$ cat src/rtl/clock_pkg.sv
// Shared types and constants for the clock time-setting controller.
package clock_pkg;

    localparam int TIME_W = 7;

    typedef enum logic [1:0] {
        RUN       = 2'd0,
        EDIT_HOUR = 2'd1,
        EDIT_MIN  = 2'd2,
        COMMIT    = 2'd3
    } state_t;

    localparam logic [3:0] MASK_NONE = 4'b0000;
    localparam logic [3:0] MASK_HI   = 4'b1100;
    localparam logic [3:0] MASK_LO   = 4'b0011;

    function automatic logic [TIME_W-1:0] wrap_inc(input logic [TIME_W-1:0] v,
                                                   input logic [TIME_W-1:0] max_v);
        return (v == max_v) ? '0 : v + TIME_W'(1);
    endfunction

endpackage

$ cat src/rtl/clock_set_ctrl_if.sv
// Button / time-generator / display signal bundle for clock_set_ctrl.
interface clock_set_ctrl_if;
    import clock_pkg::*;

    logic              btn_mode;
    logic              btn_inc;
    logic [TIME_W-1:0] cur_hour;
    logic [TIME_W-1:0] cur_min;
    logic              run_en;
    logic              set_load;
    logic [TIME_W-1:0] set_hour;
    logic [TIME_W-1:0] set_min;
    logic [3:0]        blink_mask;
    logic              editing;

    modport master (
        output btn_mode, btn_inc, cur_hour, cur_min,
        input  run_en, set_load, set_hour, set_min, blink_mask, editing
    );

    modport slave (
        input  btn_mode, btn_inc, cur_hour, cur_min,
        output run_en, set_load, set_hour, set_min, blink_mask, editing
    );

endinterface

$ cat src/rtl/btn_edge.sv
// Registered rising-edge detector for one debounced button.
// With CLOCK_SET_AUTOREPEAT_EN defined it also emits auto-repeat pulses while held.
module btn_edge #(
    parameter int BLINK_DIV = 25000000
) (
    input  logic clk,
    input  logic rst,
    input  logic btn_i,
    input  logic rpt_en_i,
    output logic press_o
);

    logic prev_q;
    logic edge_s;

    always_ff @(posedge clk or posedge rst) begin
        if (rst) prev_q <= 1'b0;
        else     prev_q <= btn_i;
    end

    assign edge_s = btn_i & ~prev_q;

`ifdef CLOCK_SET_AUTOREPEAT_EN
    localparam int FIRST = 2 * BLINK_DIV;
    localparam int RPT   = (BLINK_DIV / 4 < 1) ? 1 : BLINK_DIV / 4;
    localparam int CW    = $clog2(FIRST + 1);

    logic [CW-1:0] held_q, held_d, held_cur;
    logic          rpt_s;

    // held_cur is the held-cycle number of this cycle (press cycle = 1); after the
    // first repeat the counter is rewound so the next fires RPT cycles later.
    always_comb begin
        held_cur = held_q + CW'(1);
        held_d   = '0;
        rpt_s    = 1'b0;
        if (rpt_en_i && btn_i) begin
            if (held_cur == CW'(FIRST)) begin
                rpt_s  = 1'b1;
                held_d = CW'(FIRST - RPT);
            end else begin
                held_d = held_cur;
            end
        end
    end

    always_ff @(posedge clk or posedge rst) begin
        if (rst) held_q <= '0;
        else     held_q <= held_d;
    end

    assign press_o = edge_s | rpt_s;
`else
    localparam int unused_div = BLINK_DIV;
    logic unused_rpt_en;
    assign unused_rpt_en = rpt_en_i;
    assign press_o       = edge_s;
`endif

endmodule

$ cat src/rtl/clock_set_ctrl.sv
// Time-setting controller: RUN -> edit hour -> edit minute -> one-cycle load.
// Optional auto-repeat of the inc button via CLOCK_SET_AUTOREPEAT_EN.
module clock_set_ctrl
    import clock_pkg::*;
#(
    parameter int BLINK_DIV = 25000000,
    parameter int HOUR_MAX  = 23,
    parameter int MIN_MAX   = 59
) (
    input  logic             clk,
    input  logic             rst,
    clock_set_ctrl_if.slave  bus
);

    localparam int                BW   = $clog2(BLINK_DIV);
    localparam logic [TIME_W-1:0] HMAX = TIME_W'(HOUR_MAX);
    localparam logic [TIME_W-1:0] MMAX = TIME_W'(MIN_MAX);

    state_t            state_q, state_d;
    logic [TIME_W-1:0] hour_q, hour_d;
    logic [TIME_W-1:0] min_q, min_d;
    logic [BW-1:0]     bcnt_q, bcnt_d;
    logic              phase_q, phase_d;
    logic [3:0]        mask_q, mask_d;
    logic              mode_press, inc_press, in_edit, inc_evt;

    assign in_edit = (state_q == EDIT_HOUR) || (state_q == EDIT_MIN);

    btn_edge #(.BLINK_DIV(BLINK_DIV)) u_mode (
        .clk(clk), .rst(rst), .btn_i(bus.btn_mode), .rpt_en_i(1'b0), .press_o(mode_press)
    );

    btn_edge #(.BLINK_DIV(BLINK_DIV)) u_inc (
        .clk(clk), .rst(rst), .btn_i(bus.btn_inc), .rpt_en_i(in_edit & ~mode_press),
        .press_o(inc_press)
    );

    always_comb begin
        state_d = state_q;
        hour_d  = hour_q;
        min_d   = min_q;
        inc_evt = in_edit & inc_press & ~mode_press;
        case (state_q)
            RUN: if (mode_press) begin
                hour_d  = bus.cur_hour;
                min_d   = bus.cur_min;
                state_d = EDIT_HOUR;
            end
            EDIT_HOUR: begin
                if (mode_press)   state_d = EDIT_MIN;
                else if (inc_evt) hour_d  = wrap_inc(hour_q, HMAX);
            end
            EDIT_MIN: begin
                if (mode_press)   state_d = COMMIT;
                else if (inc_evt) min_d   = wrap_inc(min_q, MMAX);
            end
            COMMIT:  state_d = RUN;
            default: state_d = RUN;
        endcase

        // Entering an edit state or accepting an increment restarts the blink visible.
        bcnt_d  = '0;
        phase_d = 1'b0;
        if (((state_d == EDIT_HOUR) || (state_d == EDIT_MIN)) &&
            ((state_d != state_q) || inc_evt)) begin
            bcnt_d  = '0;
            phase_d = 1'b0;
        end else if (in_edit) begin
            if (bcnt_q == BW'(BLINK_DIV - 1)) begin
                bcnt_d  = '0;
                phase_d = ~phase_q;
            end else begin
                bcnt_d  = bcnt_q + BW'(1);
                phase_d = phase_q;
            end
        end

        mask_d = MASK_NONE;
        if ((state_d == state_q) && !inc_evt && phase_q) begin
            if (state_q == EDIT_HOUR)     mask_d = MASK_HI;
            else if (state_q == EDIT_MIN) mask_d = MASK_LO;
        end
    end

    always_ff @(posedge clk or posedge rst) begin
        if (rst) begin
            state_q <= RUN;
            hour_q  <= '0;
            min_q   <= '0;
            bcnt_q  <= '0;
            phase_q <= 1'b0;
            mask_q  <= MASK_NONE;
        end else begin
            state_q <= state_d;
            hour_q  <= hour_d;
            min_q   <= min_d;
            bcnt_q  <= bcnt_d;
            phase_q <= phase_d;
            mask_q  <= mask_d;
        end
    end

    assign bus.run_en     = (state_q == RUN);
    assign bus.set_load   = (state_q == COMMIT);
    assign bus.editing    = in_edit;
    assign bus.set_hour   = hour_q;
    assign bus.set_min    = min_q;
    assign bus.blink_mask = mask_q;

endmodule

$ cat src/flat_wrapper.sv
// flat-port wrapper written by rule: the top's interface ports become plain ports
module clock_set_ctrl_flat import clock_pkg::*;
#(
    parameter int BLINK_DIV = 25000000,
    parameter int HOUR_MAX  = 23,
    parameter int MIN_MAX   = 59
)
  (clk, rst, bus_btn_mode, bus_btn_inc, bus_cur_hour, bus_cur_min, bus_run_en, bus_set_load, bus_set_hour, bus_set_min, bus_blink_mask, bus_editing);
  clock_set_ctrl_if bus_i ();
  input  logic clk;
  input  logic rst;
  input wire logic [$bits(bus_i.btn_mode)-1:0] bus_btn_mode;
  input wire logic [$bits(bus_i.btn_inc)-1:0] bus_btn_inc;
  input wire logic [$bits(bus_i.cur_hour)-1:0] bus_cur_hour;
  input wire logic [$bits(bus_i.cur_min)-1:0] bus_cur_min;
  output wire logic [$bits(bus_i.run_en)-1:0] bus_run_en;
  output wire logic [$bits(bus_i.set_load)-1:0] bus_set_load;
  output wire logic [$bits(bus_i.set_hour)-1:0] bus_set_hour;
  output wire logic [$bits(bus_i.set_min)-1:0] bus_set_min;
  output wire logic [$bits(bus_i.blink_mask)-1:0] bus_blink_mask;
  output wire logic [$bits(bus_i.editing)-1:0] bus_editing;
  assign bus_i.btn_mode = bus_btn_mode;
  assign bus_i.btn_inc = bus_btn_inc;
  assign bus_i.cur_hour = bus_cur_hour;
  assign bus_i.cur_min = bus_cur_min;
  assign bus_run_en = bus_i.run_en;
  assign bus_set_load = bus_i.set_load;
  assign bus_set_hour = bus_i.set_hour;
  assign bus_set_min = bus_i.set_min;
  assign bus_blink_mask = bus_i.blink_mask;
  assign bus_editing = bus_i.editing;
  clock_set_ctrl #(.BLINK_DIV(BLINK_DIV), .HOUR_MAX(HOUR_MAX), .MIN_MAX(MIN_MAX)) u_core (.clk(clk), .rst(rst), .bus(bus_i));
endmodule
$ cat config.mk
export PLATFORM = sky130hd
export DESIGN_NAME = clock_set_ctrl_flat
export DESIGN_NICKNAME = d
export VERILOG_FILES = /design/src/rtl/clock_pkg.sv /design/src/rtl/clock_set_ctrl_if.sv /design/src/rtl/btn_edge.sv /design/src/rtl/clock_set_ctrl.sv /design/src/flat_wrapper.sv
export SDC_FILE = /design/constraint.sdc
export NUM_CORES = 1
export LEC_CHECK = 0
export ABC_CLOCK_PERIOD_IN_PS = 2050
export CORE_MARGIN = 8
export CORE_UTILIZATION = 31
export DETAILED_ROUTE_END_ITERATION = 8
export PLACE_DENSITY = 0.6
export SYNTH_ARGS = -nofsm -noshare
export SYNTH_HDL_FRONTEND = slang
export SYNTH_SLANG_ARGS = --single-unit
$ cat constraint.sdc
create_clock -name clk -period 2.05 [get_ports clk]
set_input_delay 0.205 -clock clk [delete_from_list [all_inputs] [get_ports clk]]
set_output_delay 0.205 -clock clk [all_outputs]
set_load 0.1 [all_outputs]
==> impl_metrics.py, run 1 <==
metrics = {
    "synth": {
        "ys_seq_area_share_pct": 41.99,
        "ys_types": 53,
        "synthXorXnorAreaFrac_pct": 7.668,
        "yosysMostFrequentCell": "dfrtp_1",
        "synthTopCellsByCount": "46 x dfrtp_1, 28 x nand2_1, 24 x nor3_1",
        "synth_top_family_by_area": "simple AND/OR/NAND/NOR gates",
        "synthMuxAreaShare_pct": 0.7303,
        "synth_nets": 319,
        "syn-cell-area_um2": 2741,
        "syn_area_per_cell_um2": 9.356,
        "yosysTopAreaCellShare_pct": 41.99,
        "yosysWarnings": 0,
        "synthAdderAreaFrac_pct": 3.651,
        "synth-edff-count": 0,
        "ys_top_cells_by_area": "dfrtp_1 42%, nor3_1 4.4%, xnor2_1 4.2%",
        "synth-main-ff-cell": "dfrtp_1",
        "synth_seq_cells": 46,
        "synth_top_area_cell": "dfrtp_1",
        "synth_compound_area_share_pct": 11.23,
        "synth_simple_gate_area_share_pct": 29.80,
        "async_flop_share_pct": 100.0,
        "syn_inst": 293,
    },
    "die": {
        "die_y_um": 110.0,
        "num_io_pins": 39,
        "die_width_um": 110.0,
        "initial_core_util_pct": 31.74,
        "rows": 34,
        "dieArea_um2": 12110,
        "core-area_um2": 8636,
    },
    "routing": {
        "drtIter0Drc": 54,
        "wirelength_um": 6574,
        "routedWlPerCell_um": 13.96,
        "drc": 0,
        "vias_per_cell": 4.979,
        "num_vias": 2345,
        "antenna_left": 0,
        "first_pass_iters": 4,
    },
    "global_routing": {
        "grt_pass1_vias": 2247,
        "grt_max_degree": 47,
        "grt.total_usage_pct": 11.00,
        "antenna_found_initial": 0,
        "grt_pass1_wl_um": 10830,
        "overflow": 0,
    },
    "placement": {
        "gp_congestion": 0.8361,
        "dp_hpwl_um": 4546,
        "io_buffers": 38,
        "placed_cells": 453,
        "place_area_um2": 3428,
    },
    "final_layout": {
        "nFillCells": 814,
        "antennaDiodeCount": 0,
        "instances_no_fill": 471,
        "areaGrowthSynthToFinish_pct": 38.66,
        "fin_nets": 388,
        "multiInputGateArea_um2": 1619,
        "seq_area_um2": 1162,
        "fin_area_um2": 3801,
        "drive_gt1_share_pct": 34.44,
    },
    "power_and_ir_drop": {
        "p_seq_share_pct": 22.8,
        "leakagePower_nw": 1.527,
        "switching_share_pct": 51.42,
        "share_comb_of_total_power_pct": 65.4,
        "p_per_area_nw_per_um2": 1511,
        "switching_power_mw": 2.953,
        "ir_drop_uv": 854.6,
        "p_int_mw": 2.790,
        "pwr-share-clk_pct": 11.8,
    },
    "worst_setup_path": {
        "path_max_fanout": 8,
        "end_kind": "flop",
        "cp.required_ns": 2.25,
        "startpoint_type": "flop",
        "cp_data_arrival_time_ns": 2.22,
        "crit_type": "flop to flop",
    },
    "sta": {
        "fin_tns_setup_ns": 0,
        "skew_ns": 0.01555,
        "setup_viol": 0,
        "worst_slew_pin_slew_ns": 0.6175,
        "drv_slew": 0,
        "fin_crit_ns": 2.022,
        "finalCritPeriodShare_pct": 98.64,
        "relSlewSlack_pct": 58.45,
        "final-hold-violation-count": 0,
        "fmax_mhz": 494.5,
        "rsz0062_at_grt": "true",
    },
    "run": {
        "cap_violations": 0,
    },
    "clock_tree": {
        "cts-buffers-inserted": 5,
        "hold_buffers": 0,
        "clockBufferDepth": 2,
        "cts_tree": "yes",
        "numClockSinks": 46,
        "htree_levels": 2,
        "worstSkewPairLatency_ns": 0.31,
        "path_clk_slew_ns": 0.09,
        "cts-root-buf": "clkbuf_8",
    },
    "run_status": {
        "status": "completed",
    },
    "min_path": {
        "hold_class": "primary input to asynchronous set/reset pin",
    },
}
==> metal layers <==
metal | routed length [µm] | vias to the layer above | global-route usage, %
li1 | - | 1172 | -
met1 | 3087 | 1139 | 14.26
met2 | 3147 | 28 | 17.55
met3 | 268 | 6 | 2.791
met4 | 70 | 0 | 3.472
met5 | 0 | - | 0
==> sequential cells by signal, indices dropped and copies added (netlist names) <==
register,cells
u_core.bus.blink_mask,2
u_core.bus.set_min,7
u_core.u_mode.prev_q,1
u_core.state_q,2
u_core.u_inc.prev_q,1
u_core.phase_q,1
u_core.bcnt_q,25
u_core.bus.set_hour,7
==> worst max-delay path: stages, from the launching register on <==
cell and delay [ns]:
dfrtp_2 0.45, buf_6 0.13, ha_4 0.17, buf_6 0.13
nor2_4 0.08, a21boi_1 0.22, nor2_1 0.10, a221oi_4 0.26
buf_12 0.17, buf_12 0.14, nor3b_2 0.05
==> cell usage in the layout (no fill, tap or decap), types with 3 or more instances in the layout <==
cell type         n
buf_4            47
dfrtp_1          37
nand2_1          27
nor2_1           17
clkdlybuf4s50_1  17
nor3_1           16
o21ai_0          15
xnor2_1          13
nand3_1          12
nor3_2           12
xor2_1           11
a21oi_1          10
dfrtp_2           9
inv_1             8
a22oi_1           6
nor2b_1           5
nor3_4            5
nor4_1            5
ha_1              5
clkbuf_8          5
buf_12            5
nor2_2            4
inv_2             3
nand3_2           3
or4_4             3
nor4bb_1          3
nand4_1           3
o22a_1            3
and3_1            3
buf_8             3
buf_6             3
==> cell families after synthesis <==
group / count (synthesis)
and+or+nand+nor: 140
AOI/OAI and AO/OA: 47
DFF: 46
buffers and inverters: 26
xor gates and xnor gates: 24
adders and majority gates: 8
muxes: 2
==> repair_timing <==
item | in CTS | in global routing
pin swaps | 0 | 8
setup endpoints to repair | 10 | 34
gates resized for setup | 7 | 31
cloned | 1 | 1
setup buffers | 0 | 8
==> through the flow <==
| stage | utilization, % | hold WS [ns] | setup slack [ns] | total power [mW] |
|---|---|---|---|---|
| after floorplan | - | 0.2364 | -0.2456 | 3.693 |
| after global placement | 39.70 | 0.5080 | 0.005800 | 4.534 |
| after detailed placement | 39.70 | 0.5195 | -0.04980 | 4.560 |
| after CTS | 41.34 | 0.2587 | 0.006462 | 5.322 |
| after global routing | 44.02 | 0.2777 | -0.08564 | 6.067 |
| final | 44.02 | 0.2505 | 0.02783 | 5.744 |
==> power by group through the flow <==
| stage | Sequential, mW | Combinational [mW] | Clock (mW) |
|---|---|---|---|
| 6_report | 1.31 | 3.76 | 0.676 |
| 2_1_floorplan | 2.26 | 1.43 | 0 |
| 5_1_grt | 1.35 | 3.98 | 0.736 |
| 3_5_place_dp | 1.33 | 3.23 | 0 |
| 3_3_place_gp | 1.32 | 3.21 | 0 |
| 4_1_cts | 1.32 | 3.31 | 0.694 |
==> layout make-up <==
class | count | area share [%]
Multi-Input combinational cell | 221 | 42.59
Sequential cell | 46 | 30.58
Timing Repair Buffer | 76 | 19.12
Tap cell | 108 | 3.555
Clock buffer | 5 | 1.810
Inverter | 12 | 1.284
Clock inverter | 3 | 1.053
==> path summary, 6_finish.rpt <==
check / slack (ns) / start / endpoint / depth (start not counted)
setup / recovery: 0.03 / u_core.state_q[1] / u_core.bcnt_q[1] / 10
hold / removal: 0.25 / rst / u_core.bus.blink_mask[2] / 3
setup reg to reg: 0.03 / u_core.state_q[1] / u_core.bcnt_q[1] / 10
hold reg to reg: 0.53 / u_core.bus.set_min[1] / u_core.bus.set_min[1] / 2
max in group asynchronous: 1.55 / rst / u_core.bus.set_min[0] / 3
min in group clk: 0.45 / bus_btn_inc / u_core.u_inc.prev_q / 1
(Power assumes the default switching activity.)
==> run 2: changes to the inputs <==
--- a/config.mk
+++ b/config.mk
@@ -5,9 +5,11 @@
 export SDC_FILE = /design/constraint.sdc
 export NUM_CORES = 1
 export LEC_CHECK = 0
+export ABC_AREA = 0
 export ABC_CLOCK_PERIOD_IN_PS = 2050
 export CORE_MARGIN = 8
 export CORE_UTILIZATION = 31
+export CTS_CLUSTER_SIZE = 16
 export DETAILED_ROUTE_END_ITERATION = 8
 export PLACE_DENSITY = 0.6
 export SYNTH_ARGS = -nofsm -noshare
==> results of run 2 <==
The final DEF is identical to that of run 1; final timing and power are the same.
==> run 3: changes to the inputs <==
--- a/config.mk
+++ b/config.mk
@@ -12,6 +12,7 @@
 export CTS_CLUSTER_SIZE = 16
 export DETAILED_ROUTE_END_ITERATION = 8
 export PLACE_DENSITY = 0.6
+export RECOVER_POWER = 100
 export SYNTH_ARGS = -nofsm -noshare
 export SYNTH_HDL_FRONTEND = slang
 export SYNTH_SLANG_ARGS = --single-unit
==> run 3 against run 2 <==
Final cell count unchanged. Non-clock buffer count unchanged. Maximum frequency barely moved. Combinational power decreased by 2%. Via count barely moved.
==> impl_metrics.py, run 3 (synthesis results as in run 1) <==
metrics = {
    "worst_setup_path": {
        "crit_slowest_cell": "dfrtp_2",
        "cp.required_ns": 2.25,
        "timing.rr.end": "u_core.bcnt_q[1]",
        "crit_end": "u_core.bcnt_q[1]",
        "path_buf_inv": 4,
        "worst-path-stages": 10,
        "rr_startpoint": "u_core.state_q[1]",
        "cpPeakStageDelay_ns": 0.45,
        "path_max_fanout": 8,
        "worstPathCellList": "buf_6 > ha_4 > buf_6 > nor2_4 > a21boi_1 > nor2_1 > a221oi_4 > buf_12 > buf_12 > nor3b_2",
        "r2r_cells": 10,
        "crit_type": "flop to flop",
        "startpoint": "u_core.state_q[1]",
        "cp_data_arrival_time_ns": 2.22,
        "crit_family": "buffers and inverters",
        "worst-r2r-setup-slack_ns": 0.03,
        "startpoint_type": "flop",
        "end_kind": "flop",
    },
    "power_and_ir_drop": {
        "ir_drop_uv": 853.8,
        "leakagePower_nw": 1.508,
        "p_per_area_nw_per_um2": 1511,
    },
    "final_layout": {
        "antennaDiodeCount": 0,
        "regMostFlops": "u_core.bcnt_q",
        "final_cell_mix": "37 x dfrtp_1, 29 x buf_4, 27 x nand2_1",
        "instances_no_fill": 471,
        "areaGrowthSynthToFinish_pct": 36.47,
        "drive_gt1_share_pct": 34.16,
        "final_util_pct": 43.32,
        "largest_reg_flops": 25,
        "fin_nets": 388,
        "layout_commonest_cell": "dfrtp_1",
    },
    "clock_tree": {
        "cts-buffers-inserted": 5,
        "htree_levels": 2,
        "cts_tree": "yes",
        "numClockSinks": 46,
        "worstSkewPairLatency_ns": 0.31,
        "path_clk_slew_ns": 0.09,
        "cts-root-buf": "clkbuf_8",
        "clockBufferDepth": 2,
        "hold_buffers": 0,
    },
    "global_routing": {
        "grt_max_degree": 47,
        "grt_pass1_wl_um": 10830,
        "grt_pass1_vias": 2247,
        "antenna_found_initial": 0,
        "grt.total_usage_pct": 11.00,
        "overflow": 0,
    },
    "routing": {
        "first_pass_iters": 4,
        "vias_per_cell": 4.981,
        "drc": 0,
        "routedWlPerCell_um": 13.92,
        "wirelength_um": 6554,
        "drtIter0Drc": 51,
        "antenna_left": 0,
        "num_vias": 2346,
    },
    "placement": {
        "gp_congestion": 0.8361,
        "placed_cells": 453,
        "dp_hpwl_um": 4546,
        "io_buffers": 38,
    },
    "min_path": {
        "hold_class": "primary input to flop",
    },
    "die": {
        "core-area_um2": 8636,
        "rows": 34,
        "num_io_pins": 39,
        "die_y_um": 110.0,
        "die_width_um": 110.0,
        "initial_core_util_pct": 31.74,
        "dieArea_um2": 12110,
    },
    "run_status": {
        "status": "completed",
    },
    "sta": {
        "drv_slew": 0,
        "setup_viol": 0,
        "fin_tns_setup_ns": 0,
        "final-hold-violation-count": 0,
        "fmax_mhz": 494.5,
        "skew_ns": 0.01555,
        "finalCritPeriodShare_pct": 98.65,
        "rsz0062_at_grt": "true",
        "relSlewSlack_pct": 21.87,
        "fin_crit_ns": 2.022,
        "worst_slew_pin_slew_ns": 1.172,
    },
    "run": {
        "cap_violations": 0,
    },
}
==> run 3: worst min-delay path by stage <==
stage                     slack, ns                endpoint  depth (start not counted)                   start
after floorplan                0.24     u_core.u_inc.prev_q                          0             bus_btn_inc
after global placement         0.51  u_core.bus.set_hour[6]                          1  u_core.bus.set_hour[6]
after detailed placement       0.52   u_core.bus.set_min[1]                          2   u_core.bus.set_min[1]
after CTS                      0.26          u_core.phase_q                          3                     rst
after global routing           0.54   u_core.bus.set_min[5]                          3          bus_cur_min[5]
final                          0.52   u_core.bus.set_min[1]                          3          bus_cur_min[1]
==> run 3: repair_timing <==
action	in CTS	in global routing
setup endpoints to repair	10	34
setup buffers	0	8
resized for setup	7	31
gates cloned	1	1
pin swaps	0	8
==> run 3: report_power, final <==
part / internal, mW / switching, mW / total [mW]
clock: 0.359 / 0.317 / 0.676
sequential: 1.09 / 0.216 / 1.31
combinational: 1.25 / 2.41 / 3.67
==> run 3: layer usage <==
metal  GRT usage, %  part of all wire, %
met1          14.26                   47
met3          2.791                  4.4
met4          3.472                  1.1
met2          17.55                   48
met5              0                    0
==> run 3: per-stage QoR <==
stage	setup slack (ns)	hold WS, ns	total power, mW	area, µm²
after global routing	-0.08564	0.5393	5.979	3741
after global placement	0.005800	0.5080	4.534	3428
after detailed placement	-0.04980	0.5195	4.560	3428
after floorplan	-0.2456	0.2364	3.693	2809
final	0.02758	0.5222	5.651	3741
after CTS	0.006462	0.2587	5.322	3570
==> run 3: area by class of cell <==
| cell class | instances | area (µm²) |
|---|---|---|
| clock buffer | 5 | 68.82 |
| clock inverter | 3 | 40.04 |
| fill | 820 | 4895 |
| inverter | 12 | 48.80 |
| multi-input combinational | 221 | 1619 |
| sequential | 46 | 1162 |
| tap | 108 | 135.1 |
| timing repair buffer | 76 | 666.9 |
==> run 3: tightest hold or removal path, delay by kind of cell <==
family / cells / cell delay, ns
buffers and inverters: 1 / 0.39
muxes: 1 / 0.11
AOI/OAI and AO/OA: 1 / 0.08
